[src/rtl/logic_sweep_sched_if.sv]
// Requester and sweep signal bundle for logic_sweep_sched.
// master: the environment driving requests; slave: the scheduler.
interface logic_sweep_sched_if;
    logic       req_a;
    logic [7:0] vec_a;
    logic       gnt_a;
    logic       res_a;
    logic       req_b;
    logic [7:0] vec_b;
    logic       gnt_b;
    logic       res_b;
    logic       sweep_start;
    logic       sweep_busy;
    logic       sweep_done;
    logic [8:0] ones_count;
    logic [7:0] first_hit;
    logic       hit_valid;

    modport master (
        output req_a, vec_a, req_b, vec_b, sweep_start,
        input  gnt_a, res_a, gnt_b, res_b,
        input  sweep_busy, sweep_done, ones_count, first_hit, hit_valid
    );

    modport slave (
        input  req_a, vec_a, req_b, vec_b, sweep_start,
        output gnt_a, res_a, gnt_b, res_b,
        output sweep_busy, sweep_done, ones_count, first_hit, hit_valid
    );
endinterface

[src/rtl/logic_sweep_sched.sv]
// Shared single-evaluator scheduler: two round-robin requesters share one
// instance of f(v); an exhaustive 256-vector sweep borrows the evaluator and
// blocks requesters until it has finished.
module logic_sweep_sched (
    input  logic                 clk,
    input  logic                 rst,
    logic_sweep_sched_if.slave   bus
);

    typedef enum logic [1:0] {
        ST_IDLE  = 2'd0,
        ST_SWEEP = 2'd1,
        ST_DONE  = 2'd2
    } state_t;

    // The one boolean function this block evaluates.
    function automatic logic f_eval(input logic [7:0] v);
        f_eval = v[7] & (v[0] | v[3]) & (v[4] | v[6]) & ((v[1] & v[2]) | v[5] | v[6]);
    endfunction

    state_t     state_q, state_d;
    logic [7:0] cnt_q, cnt_d;
    logic       ptr_q, ptr_d;          // 0: A has priority, 1: B has priority
    logic       gnt_a_q, gnt_a_d;
    logic       res_a_q, res_a_d;
    logic       gnt_b_q, gnt_b_d;
    logic       res_b_q, res_b_d;
    logic       busy_q, busy_d;
    logic       done_q, done_d;
    logic [8:0] ones_q, ones_d;
    logic [7:0] first_q, first_d;
    logic       hit_q, hit_d;

    logic       grant_a_s;
    logic       grant_b_s;
    logic [7:0] eval_vec_s;
    logic       eval_res_s;

    // Round-robin decision between the two requesters.
    always_comb begin
        grant_a_s = bus.req_a & (~bus.req_b | ~ptr_q);
        grant_b_s = bus.req_b & ~grant_a_s;
    end

    // Steer the single evaluator: sweep counter during SWEEP, else the winner.
    always_comb begin
        eval_vec_s = 8'h00;
        if (state_q == ST_SWEEP) begin
            eval_vec_s = cnt_q;
        end else if (grant_a_s) begin
            eval_vec_s = bus.vec_a;
        end else begin
            eval_vec_s = bus.vec_b;
        end
        eval_res_s = f_eval(eval_vec_s);
    end

    // Next-state and next-output logic.
    always_comb begin
        state_d = state_q;
        cnt_d   = cnt_q;
        ptr_d   = ptr_q;
        gnt_a_d = 1'b0;
        res_a_d = 1'b0;
        gnt_b_d = 1'b0;
        res_b_d = 1'b0;
        busy_d  = 1'b0;
        done_d  = 1'b0;
        ones_d  = ones_q;
        first_d = first_q;
        hit_d   = hit_q;
        case (state_q)
            ST_IDLE: begin
                if (bus.sweep_start) begin
                    // Sweep wins over any same-cycle request; results restart.
                    state_d = ST_SWEEP;
                    cnt_d   = 8'h00;
                    ones_d  = 9'd0;
                    first_d = 8'h00;
                    hit_d   = 1'b0;
                    busy_d  = 1'b1;
                end else begin
                    gnt_a_d = grant_a_s;
                    res_a_d = grant_a_s & eval_res_s;
                    gnt_b_d = grant_b_s;
                    res_b_d = grant_b_s & eval_res_s;
                    if (grant_a_s) begin
                        ptr_d = 1'b1;
                    end else if (grant_b_s) begin
                        ptr_d = 1'b0;
                    end else begin
                        ptr_d = ptr_q;
                    end
                end
            end
            ST_SWEEP: begin
                if (eval_res_s) begin
                    ones_d = ones_q + 9'd1;
                    if (!hit_q) begin
                        first_d = cnt_q;
                        hit_d   = 1'b1;
                    end else begin
                        first_d = first_q;
                        hit_d   = hit_q;
                    end
                end else begin
                    ones_d = ones_q;
                end
                if (cnt_q == 8'hFF) begin
                    // Last vector: stop without wrapping into a second pass.
                    state_d = ST_DONE;
                    done_d  = 1'b1;
                end else begin
                    cnt_d  = cnt_q + 8'd1;
                    busy_d = 1'b1;
                end
            end
            ST_DONE: begin
                state_d = ST_IDLE;
                cnt_d   = 8'h00;
            end
            default: begin
                state_d = ST_IDLE;
                cnt_d   = 8'h00;
            end
        endcase
    end

    // State and output registers with synchronous reset.
    always_ff @(posedge clk) begin
        if (rst) begin
            state_q <= ST_IDLE;
            cnt_q   <= 8'h00;
            ptr_q   <= 1'b0;
            gnt_a_q <= 1'b0;
            res_a_q <= 1'b0;
            gnt_b_q <= 1'b0;
            res_b_q <= 1'b0;
            busy_q  <= 1'b0;
            done_q  <= 1'b0;
            ones_q  <= 9'd0;
            first_q <= 8'h00;
            hit_q   <= 1'b0;
        end else begin
            state_q <= state_d;
            cnt_q   <= cnt_d;
            ptr_q   <= ptr_d;
            gnt_a_q <= gnt_a_d;
            res_a_q <= res_a_d;
            gnt_b_q <= gnt_b_d;
            res_b_q <= res_b_d;
            busy_q  <= busy_d;
            done_q  <= done_d;
            ones_q  <= ones_d;
            first_q <= first_d;
            hit_q   <= hit_d;
        end
    end

    assign bus.gnt_a      = gnt_a_q;
    assign bus.res_a      = res_a_q;
    assign bus.gnt_b      = gnt_b_q;
    assign bus.res_b      = res_b_q;
    assign bus.sweep_busy = busy_q;
    assign bus.sweep_done = done_q;
    assign bus.ones_count = ones_q;
    assign bus.first_hit  = first_q;
    assign bus.hit_valid  = hit_q;

endmodule
[src/flat_wrapper.sv]
// flat-port wrapper written by rule: the top's interface ports become plain ports
module logic_sweep_sched_flat 
  (clk, rst, bus_req_a, bus_vec_a, bus_req_b, bus_vec_b, bus_sweep_start, bus_gnt_a, bus_res_a, bus_gnt_b, bus_res_b, bus_sweep_busy, bus_sweep_done, bus_ones_count, bus_first_hit, bus_hit_valid);
  logic_sweep_sched_if bus_i ();
  input  logic clk;
  input  logic rst;
  input wire logic [$bits(bus_i.req_a)-1:0] bus_req_a;
  input wire logic [$bits(bus_i.vec_a)-1:0] bus_vec_a;
  input wire logic [$bits(bus_i.req_b)-1:0] bus_req_b;
  input wire logic [$bits(bus_i.vec_b)-1:0] bus_vec_b;
  input wire logic [$bits(bus_i.sweep_start)-1:0] bus_sweep_start;
  output wire logic [$bits(bus_i.gnt_a)-1:0] bus_gnt_a;
  output wire logic [$bits(bus_i.res_a)-1:0] bus_res_a;
  output wire logic [$bits(bus_i.gnt_b)-1:0] bus_gnt_b;
  output wire logic [$bits(bus_i.res_b)-1:0] bus_res_b;
  output wire logic [$bits(bus_i.sweep_busy)-1:0] bus_sweep_busy;
  output wire logic [$bits(bus_i.sweep_done)-1:0] bus_sweep_done;
  output wire logic [$bits(bus_i.ones_count)-1:0] bus_ones_count;
  output wire logic [$bits(bus_i.first_hit)-1:0] bus_first_hit;
  output wire logic [$bits(bus_i.hit_valid)-1:0] bus_hit_valid;
  assign bus_i.req_a = bus_req_a;
  assign bus_i.vec_a = bus_vec_a;
  assign bus_i.req_b = bus_req_b;
  assign bus_i.vec_b = bus_vec_b;
  assign bus_i.sweep_start = bus_sweep_start;
  assign bus_gnt_a = bus_i.gnt_a;
  assign bus_res_a = bus_i.res_a;
  assign bus_gnt_b = bus_i.gnt_b;
  assign bus_res_b = bus_i.res_b;
  assign bus_sweep_busy = bus_i.sweep_busy;
  assign bus_sweep_done = bus_i.sweep_done;
  assign bus_ones_count = bus_i.ones_count;
  assign bus_first_hit = bus_i.first_hit;
  assign bus_hit_valid = bus_i.hit_valid;
  logic_sweep_sched u_core (.clk(clk), .rst(rst), .bus(bus_i));
endmodule
[config.mk]
export PLATFORM = sky130hd
export DESIGN_NAME = logic_sweep_sched_flat
export DESIGN_NICKNAME = d
export VERILOG_FILES = /design/src/rtl/logic_sweep_sched_if.sv /design/src/rtl/logic_sweep_sched.sv /design/src/flat_wrapper.sv
export SDC_FILE = /design/constraint.sdc
export NUM_CORES = 1
export LEC_CHECK = 0
export CORE_MARGIN = 2
export CORE_UTILIZATION = 51
export CTS_CLUSTER_DIAMETER = 50
export DETAILED_ROUTE_END_ITERATION = 8
export PLACE_DENSITY = 0.89
export SYNTH_ARGS = -nofsm -noshare
export SYNTH_HDL_FRONTEND = slang
export SYNTH_SLANG_ARGS = --single-unit
[constraint.sdc]
create_clock -name clk -period 2.4 [get_ports clk]
set_clock_uncertainty 0.1 [all_clocks]
set_input_delay 0.36 -clock clk [delete_from_list [all_inputs] [get_ports clk]]
set_output_delay 0.36 -clock clk [all_outputs]
set_load 0.02 [all_outputs]
Word-level counts from Yosys, hierarchy flattened. Index checks and enable logic that the tools add are counted.

Multipliers: 0. Bitwise operators: 19. Add/subtract/negate cells: 2. Eq/ne operators: 7. Divide/modulo/power cells: 0. Shift operators: 0. Reduce and logical (&&, ||, !) cells: 10. Order comparisons: 0. Mux-type cells: 23.

Operators by type and width (number): $mux 8 (6); $pmux 8 s2 (2); $mux 9 (2); $pmux 9 s2 (1); $add 9x1->9 const B (1); $add 8x1->8 const B (1); $and 1x1->1 (8); $eq 8x8->1 const B (1); $ne 2x2->1 const B (4); $mux 1 (7); $not 1->1 (6); $reduce_and 3->1 (2); $or 1x1->1 (5); $mux 2 (2); $pmux 1 s2 (2); $pmux 2 s2 (1); $reduce_and 2->1 (2); $reduce_and 4->1 (1); $reduce_bool 2->1 (2); $reduce_or 3->1 (1); $eq 2x1->1 const B (1); $logic_not 2->1 (1); $ne 2x1->1 const B (1); $reduce_or 2->1 (1).

Memories kept: 0. Bits of input ports: 21. Register bits: 35. Bits in latches: 0. Output and inout port bits: 24. Memory bits (writable): 0. ROM bits: 0.

Logic depth before layout (Yosys ltp). Gate-level depths: netlist of the first run.

Word-level depth: 11. Gate-level depth with buffers: 8.

Least setup slack after synthesis of the first run. OpenSTA, ideal clock, no wires.

Kind: register to register. Start: register u_core.cnt_q[0]. End: register u_core.cnt_q[5]. Arrival time: 1404 ps. Stages on the path, launching flop included: 7. Setup slack: 763 ps. Required time: 2167 ps. Cells stage by stage: dfxtp_1 -> ha_1 -> nand2_1 -> o41ai_4 -> nor3_1 -> xnor2_1 -> nor2_1.

Longest elaborated chain between the ends: 3.

RTL lines: from (decl) (line logic_sweep_sched.sv:22) `logic [7:0] cnt_q, cnt_d;`; from (signal assigned) (line logic_sweep_sched.sv:146) `cnt_q <= cnt_d;`; $add 8x1->8 or $eq 8x8->1 (tied branches) (line logic_sweep_sched.sv:114, logic_sweep_sched.sv:109); $mux 8 or $ne 2x2->1 (tied branches); $pmux 8 s2 or $reduce_and 2->1 (tied branches).

Several ways; a longest one is shown, not always the timed one. The select of a mux whose other input is x is not followed. A chain may end at the register's enable or synchronous reset.

Worst setup path after layout of the first run.
Start: register u_core.hit_q, in the netlist u_core.bus.hit_valid. End: output port bus_hit_valid.

RTL lines: from (decl) (line logic_sweep_sched.sv:32) `logic hit_q, hit_d;`; from (signal assigned) (line logic_sweep_sched.sv:156) `hit_q <= hit_d;`; to (decl) (line flat_wrapper.sv:20) `output wire logic [$bits(bus_i.hit_valid)-1:0] bus_hit_valid;`.

No word-level cell between the ends.

==> results of run 1 <==
cell families (layout without fill, tap and decap cells):
| group | count (synthesis) | after routing | synth area share |
|---|---|---|---|
| buffers and inverters | 16 | 66 | 0.0486 |
| adder cells (fa/ha/maj) | 2 | 2 | 0.0149 |
| AND/OR/NAND/NOR | 64 | 64 | 0.203 |
| XOR/XNOR | 5 | 5 | 0.0262 |
| multiplexers | 1 | 1 | 0.00598 |
| flip-flops | 35 | 35 | 0.419 |
| AO/OA/AOI/OAI | 58 | 58 | 0.283 |
final cells by class:
type / instances / area [sq um]
flip-flops and latches: 35 / 701
inverters: 11 / 41.3
clock inverters: 1 / 5.00
fillers: 250 / 876
multi-input cells: 130 / 892
repair buffers: 47 / 463
well taps: 44 / 55.1
clock buffers: 7 / 45.0
power by group through the flow:
stage | Sequential (mW) | Clock (mW) | Combinational [mW]
6_report | 0.594 | 0.303 | 0.107
3_3_place_gp | 0.607 | 0 | 0.105
5_1_grt | 0.595 | 0.335 | 0.116
2_1_floorplan | 0.607 | 0 | 0.0566
3_5_place_dp | 0.607 | 0 | 0.107
4_1_cts | 0.594 | 0.312 | 0.107
routing by layer:
| metal | global-route usage | share of wire | vias up |
|---|---|---|---|
| met5 | 0 | 0 | - |
| met4 | 0.0683 | 0.0089 | 0 |
| met3 | 0.0651 | 0.065 | 3 |
| met2 | 0.371 | 0.50 | 48 |
| met1 | 0.247 | 0.43 | 686 |
| li1 | - | - | 762 |
worst min path at each step:
| stage | from | end | slack [ns] | cells after the start |
|---|---|---|---|---|
| floorplan | bus_req_b | u_core.ptr_q | 0.38 | 1 |
| global placement | u_core.bus.first_hit[7] | u_core.bus.first_hit[7] | 0.36 | 2 |
| detailed placement | u_core.bus.first_hit[0] | u_core.bus.first_hit[0] | 0.36 | 1 |
| CTS | u_core.bus.first_hit[7] | u_core.bus.first_hit[7] | 0.39 | 2 |
| global route | u_core.bus.first_hit[2] | u_core.bus.first_hit[2] | 0.41 | 1 |
| finish | u_core.bus.first_hit[2] | u_core.bus.first_hit[2] | 0.38 | 1 |
stage by stage:
stage / instances / instance area, sq um / power (mW) / worst slack, ns
after floorplan: 181 / 1670 / 0.664 / 0.763
after global placement: 267 / 2150 / 0.712 / 0.240
final: 275 / 2200 / 1.00 / 0.494
after global routing: 275 / 2200 / 1.05 / 0.358
after CTS: 275 / 2200 / 1.01 / 0.471
after detailed placement: 267 / 2150 / 0.714 / 0.192
placed cells by master (no fill, tap or decap), types with 4 or more instances in the layout:
cell,Yosys,final
a31oi_1,4,4
inv_1,11,11
o31ai_2,6,6
dfxtp_1,35,35
nor3_1,10,10
a21oi_1,10,10
nand3_1,4,4
xnor2_1,4,4
nor2_1,14,14
nand2_1,14,14
clkbuf_4,0,5
a22o_1,7,7
nor2b_1,4,4
or3_1,4,4
clkdlybuf4s50_1,0,44
o21ai_0,10,10
flip-flops by register name, summed over array words and instances (netlist names):
register	count
u_core.bus.hit_valid	1
u_core.bus.gnt_b	1
u_core.bus.sweep_busy	1
u_core.bus.first_hit	8
u_core.state_q	2
u_core.bus.ones_count	9
u_core.ptr_q	1
u_core.bus.res_b	1
u_core.cnt_q	8
u_core.bus.sweep_done	1
u_core.bus.gnt_a	1
u_core.bus.res_a	1
==> impl_metrics.yaml, run 1 <==
setup_path:
  startpoint_type: "flip-flop"
  cp.depth: 1
  crit_start: "u_core.bus.hit_valid"
  cp_slowest_cell: "clkdlybuf4s50_1"
  crit_path_max_incr_delay_ns: 0.65
  required_ns: 1.94
  crit_type: "flip-flop to primary output"
  cp_top_family: "buffers and inverters"
  worstPathCellList: "clkdlybuf4s50_1"
  crit_fanout: 4
  path_buf_inv: 1
  cp.arrival_ns: 1.45
  r2r_start: "u_core.cnt_q[0]"
  rr_endpoint: "u_core.cnt_q[5]"
  reg2regPathDepth: 6
  r2r_setup_slack_ns: 0.52
  critPathCapture: "bus_hit_valid"
  endpoint_kind: "primary output"
global_route:
  grt_pass1_wl_microns: 5830
  grt_max_degree: 14
  antenna_found_initial: 0
  first_global_vias: 1329
  grt_usage: 0.212
  overflow: 0
floorplan:
  core_sq_mm: 0.00308
  rows: 20
  die_y_microns: 61.3
  fp.dieW_microns: 61.3
  initial_utilization: 0.544
  dieArea_sq_mm: 0.00376
  ios: 45
sta:
  worst_slew_pin_slew_ns: 0.539
  finalHoldViolCount: 0
  drv_slew: 0
  fin_crit_ns: 1.91
  fmax_mhz: 525
  timing.final.crit_share: 0.794
  rsz0062_at_grt: "false"
  slew_headroom: 0.638
  setup_viol: 0
  holdWs_ns: 0.382
  setup_tns_ns: 0
pwr:
  ir_drop_mv: 0.339
  switching_share: 0.246
  seq_power_share: 0.592
  pwr_density_cell_mw_per_mm2: 456
  internal-power_mw: 0.756
  pwr-share-comb: 0.107
  p_leak_nw: 0.798
  power_switching_mw: 0.247
  clkPwrFrac: 0.302
synth:
  synth_cells: 181
  synth_commonest_cells: "dfxtp_1 (35), nand2_1 (14), nor2_1 (14)"
  async_reset_ff_frac: 0
  ys_ff_latch: 35
  post-synth-top-count-cell: "dfxtp_1"
  yosys.area.top_type_share: 0.419
  postSynthAreaPerCell_sq_um: 9.25
  synth_area_leaders: "dfxtp_1 (42%), o31ai_2 (4.5%), a22o_1 (3.7%), nand2_1 (3.1%), nor2_1 (3.1%)"
  synth_top_area_cell: "dfxtp_1"
  synth_warnings: 0
  synthesis.nets: 204
  mappedNetlistArea_sq_mm: 0.00167
  synth_edf_count: 0
  ys_types: 46
  synth_seq_area_share: 0.419
  ys.flop_type: "dfxtp_1"
cells_and_area:
  area_growth_pct: 31.5
  drive_above_1_share: 0.108
  n_antenna_cell: 0
  fin_util: 0.715
  layout.nets: 253
clock_network:
  cts_resized: 0
  cts_hold_buf: 0
  root_buffer: "clkbuf_4"
  cts-buffers-inserted: 5
  clockBufferDepth: 2
  clkLatencyLatePin_ns: 0.34
  cts.sinks: 35
  post_cts_buffers: 0
  cts_tree: "built"
  cts.clk_slew.worst_paths_ns: 0.11
  htreeDepth: 2
detailed_routing:
  wl_per_cell_microns: 13.1
  vias: 1499
  dr.first_iter.drc_count: 39
  first_pass_iters: 4
  detail-route-antenna-nets: 0
  drc: 0
  wirelength_microns: 3610
  viasPerCell: 5.45
placement:
  numPortBuffers: 44
  gp_congestion: 0.857
  hpwl_microns: 2740
worst_hold_path:
  hold_path_class: "flip-flop to flip-flop"
job:
  maxCapViolCount: 0
status:
  status: "finished clean"
Note: power is estimated with default switching activity, not from simulation.
==> inputs of run 2 (changes only) <==
- CORE_UTILIZATION: 51 -> 48
- PLACE_DENSITY: 0.89 -> 0.84
- clock period: 2.4 -> 1.88 ns (I/O delays scaled with it)
==> run 2 against run 1 <==
Die area grew 5.8%. Wire length increased by 9.5%. Sequential power grew 27%. Flip-flop and latch count unchanged. Cell area is 7.6% higher. Global-route usage up 1.2 points. Final cell count rose by 6.9%.
==> impl_metrics.yaml, run 2 (synthesized netlist as in run 1, its figures left out) <==
sta:
  setup_tns_ns: 0
  drv_slew: 0
  fmax_mhz: 567
  fin_crit_ns: 1.76
  slew_headroom: 0.711
  worst_slew_pin_slew_ns: 0.429
  finalHoldViolCount: 0
  layout_setup_ws_ns: 0.115
  holdWs_ns: 0.388
  setup_viol: 0
  timing.final.crit_share: 0.939
  rsz0062_at_grt: "false"
floorplan:
  initial_utilization: 0.502
  dieArea_sq_mm: 0.00398
  fp.dieW_microns: 63.1
  rows: 21
  die_y_microns: 63.1
  ios: 45
  core_sq_mm: 0.00334
setup_path:
  crit_type: "flip-flop to primary output"
  cp_slowest_cell: "clkdlybuf4s50_1"
  crit_path_max_incr_delay_ns: 0.62
  cp_top_family: "buffers and inverters"
  cp.arrival_ns: 1.38
  worstPathCellList: "clkdlybuf4s50_1"
  endpoint_kind: "primary output"
  required_ns: 1.50
  path_buf_inv: 1
  crit_start: "u_core.bus.ones_count[7]"
  crit_fanout: 5
  r2r_start: "u_core.state_q[1]"
  startpoint_type: "flip-flop"
clock_network:
  htreeDepth: 2
  clockBufferDepth: 2
  root_buffer: "clkbuf_4"
  cts_tree: "built"
  cts.sinks: 35
  cts.clk_slew.worst_paths_ns: 0.11
  cts-buffers-inserted: 5
  clkLatencyLatePin_ns: 0.35
global_route:
  first_global_vias: 1539
  grt_max_degree: 14
  grt_usage: 0.224
  grt_pass1_wl_microns: 6970
  overflow: 0
  antenna_found_initial: 0
detailed_routing:
  first_pass_iters: 4
  wirelength_microns: 3950
  viasPerCell: 5.51
  detail-route-antenna-nets: 0
  dr.first_iter.drc_count: 108
  wl_per_cell_microns: 13.4
  vias: 1620
  drc: 0
cells_and_area:
  drive_above_1_share: 0.177
  n_antenna_cell: 0
  largest_reg_flops: 9
  fin_util: 0.710
  final_common_cell: "clkdlybuf4s50_1"
  stdcell_area_sq_mm: 0.00237
  layout.nets: 270
  area_growth_pct: 41.5
  instances_no_fill: 294
  final_cell_mix: "clkdlybuf4s50_1 (40), dfxtp_1 (34), buf_4 (18)"
placement:
  dp_cells: 284
  dp_slack_ns: -0.182
  gp_congestion: 0.788
  numPortBuffers: 44
  hpwl_microns: 3030
  place_area_sq_mm: 0.00228
worst_hold_path:
  hold_path_class: "flip-flop to flip-flop"
  min_from: "u_core.bus.first_hit[4]"
pwr:
  finalPower_mw: 1.32
  pwr_density_cell_mw_per_mm2: 557
  p_leak_nw: 0.958
  ir_drop_mv: 0.484
job:
  maxCapViolCount: 0
status:
  status: "finished clean"
==> run 2: final cells by class <==
| type | instances | area (sq um) |
|---|---|---|
| Clock buffer | 6 | 41.3 |
| Clock inverter | 2 | 12.5 |
| Fill cell | 290 | 968 |
| Inverter | 11 | 41.3 |
| Multi-Input combinational cell | 131 | 908 |
| Sequential cell | 35 | 702 |
| Tap cell | 46 | 57.6 |
| Timing Repair Buffer | 63 | 606 |
==> run 2: repair_timing <==
item / CTS / global route
setup buffers: 0 / 1
setup endpoints to repair: 0 / 14
endpoints found under the hold margin: 0 / 0
hold buffers: 0 / 0
resized for setup: 0 / 5
==> run 2: power breakdown <==
group	total (mW)	switching (mW)	internal, mW
Sequential	0.756	0.00690	0.749
Clock	0.399	0.255	0.144
Combinational	0.163	0.0740	0.0887
Total	1.32	0.336	0.982
==> run 2: metal layers <==
metal,share of wire,GRT usage
met1,0.41,0.261
met2,0.50,0.380
met3,0.068,0.0696
met4,0.020,0.0889
met5,0,0
==> run 2: path summary, 6_finish.rpt <==
| kind | endpoint | depth (start not counted) | slack, ns |
|---|---|---|---|
| max | bus_ones_count[7] | 1 | 0.12 |
| min | u_core.bus.first_hit[4] | 1 | 0.39 |
| max reg2reg | u_core.bus.first_hit[2] | 5 | 0.15 |
| min reg2reg | u_core.bus.first_hit[4] | 1 | 0.39 |
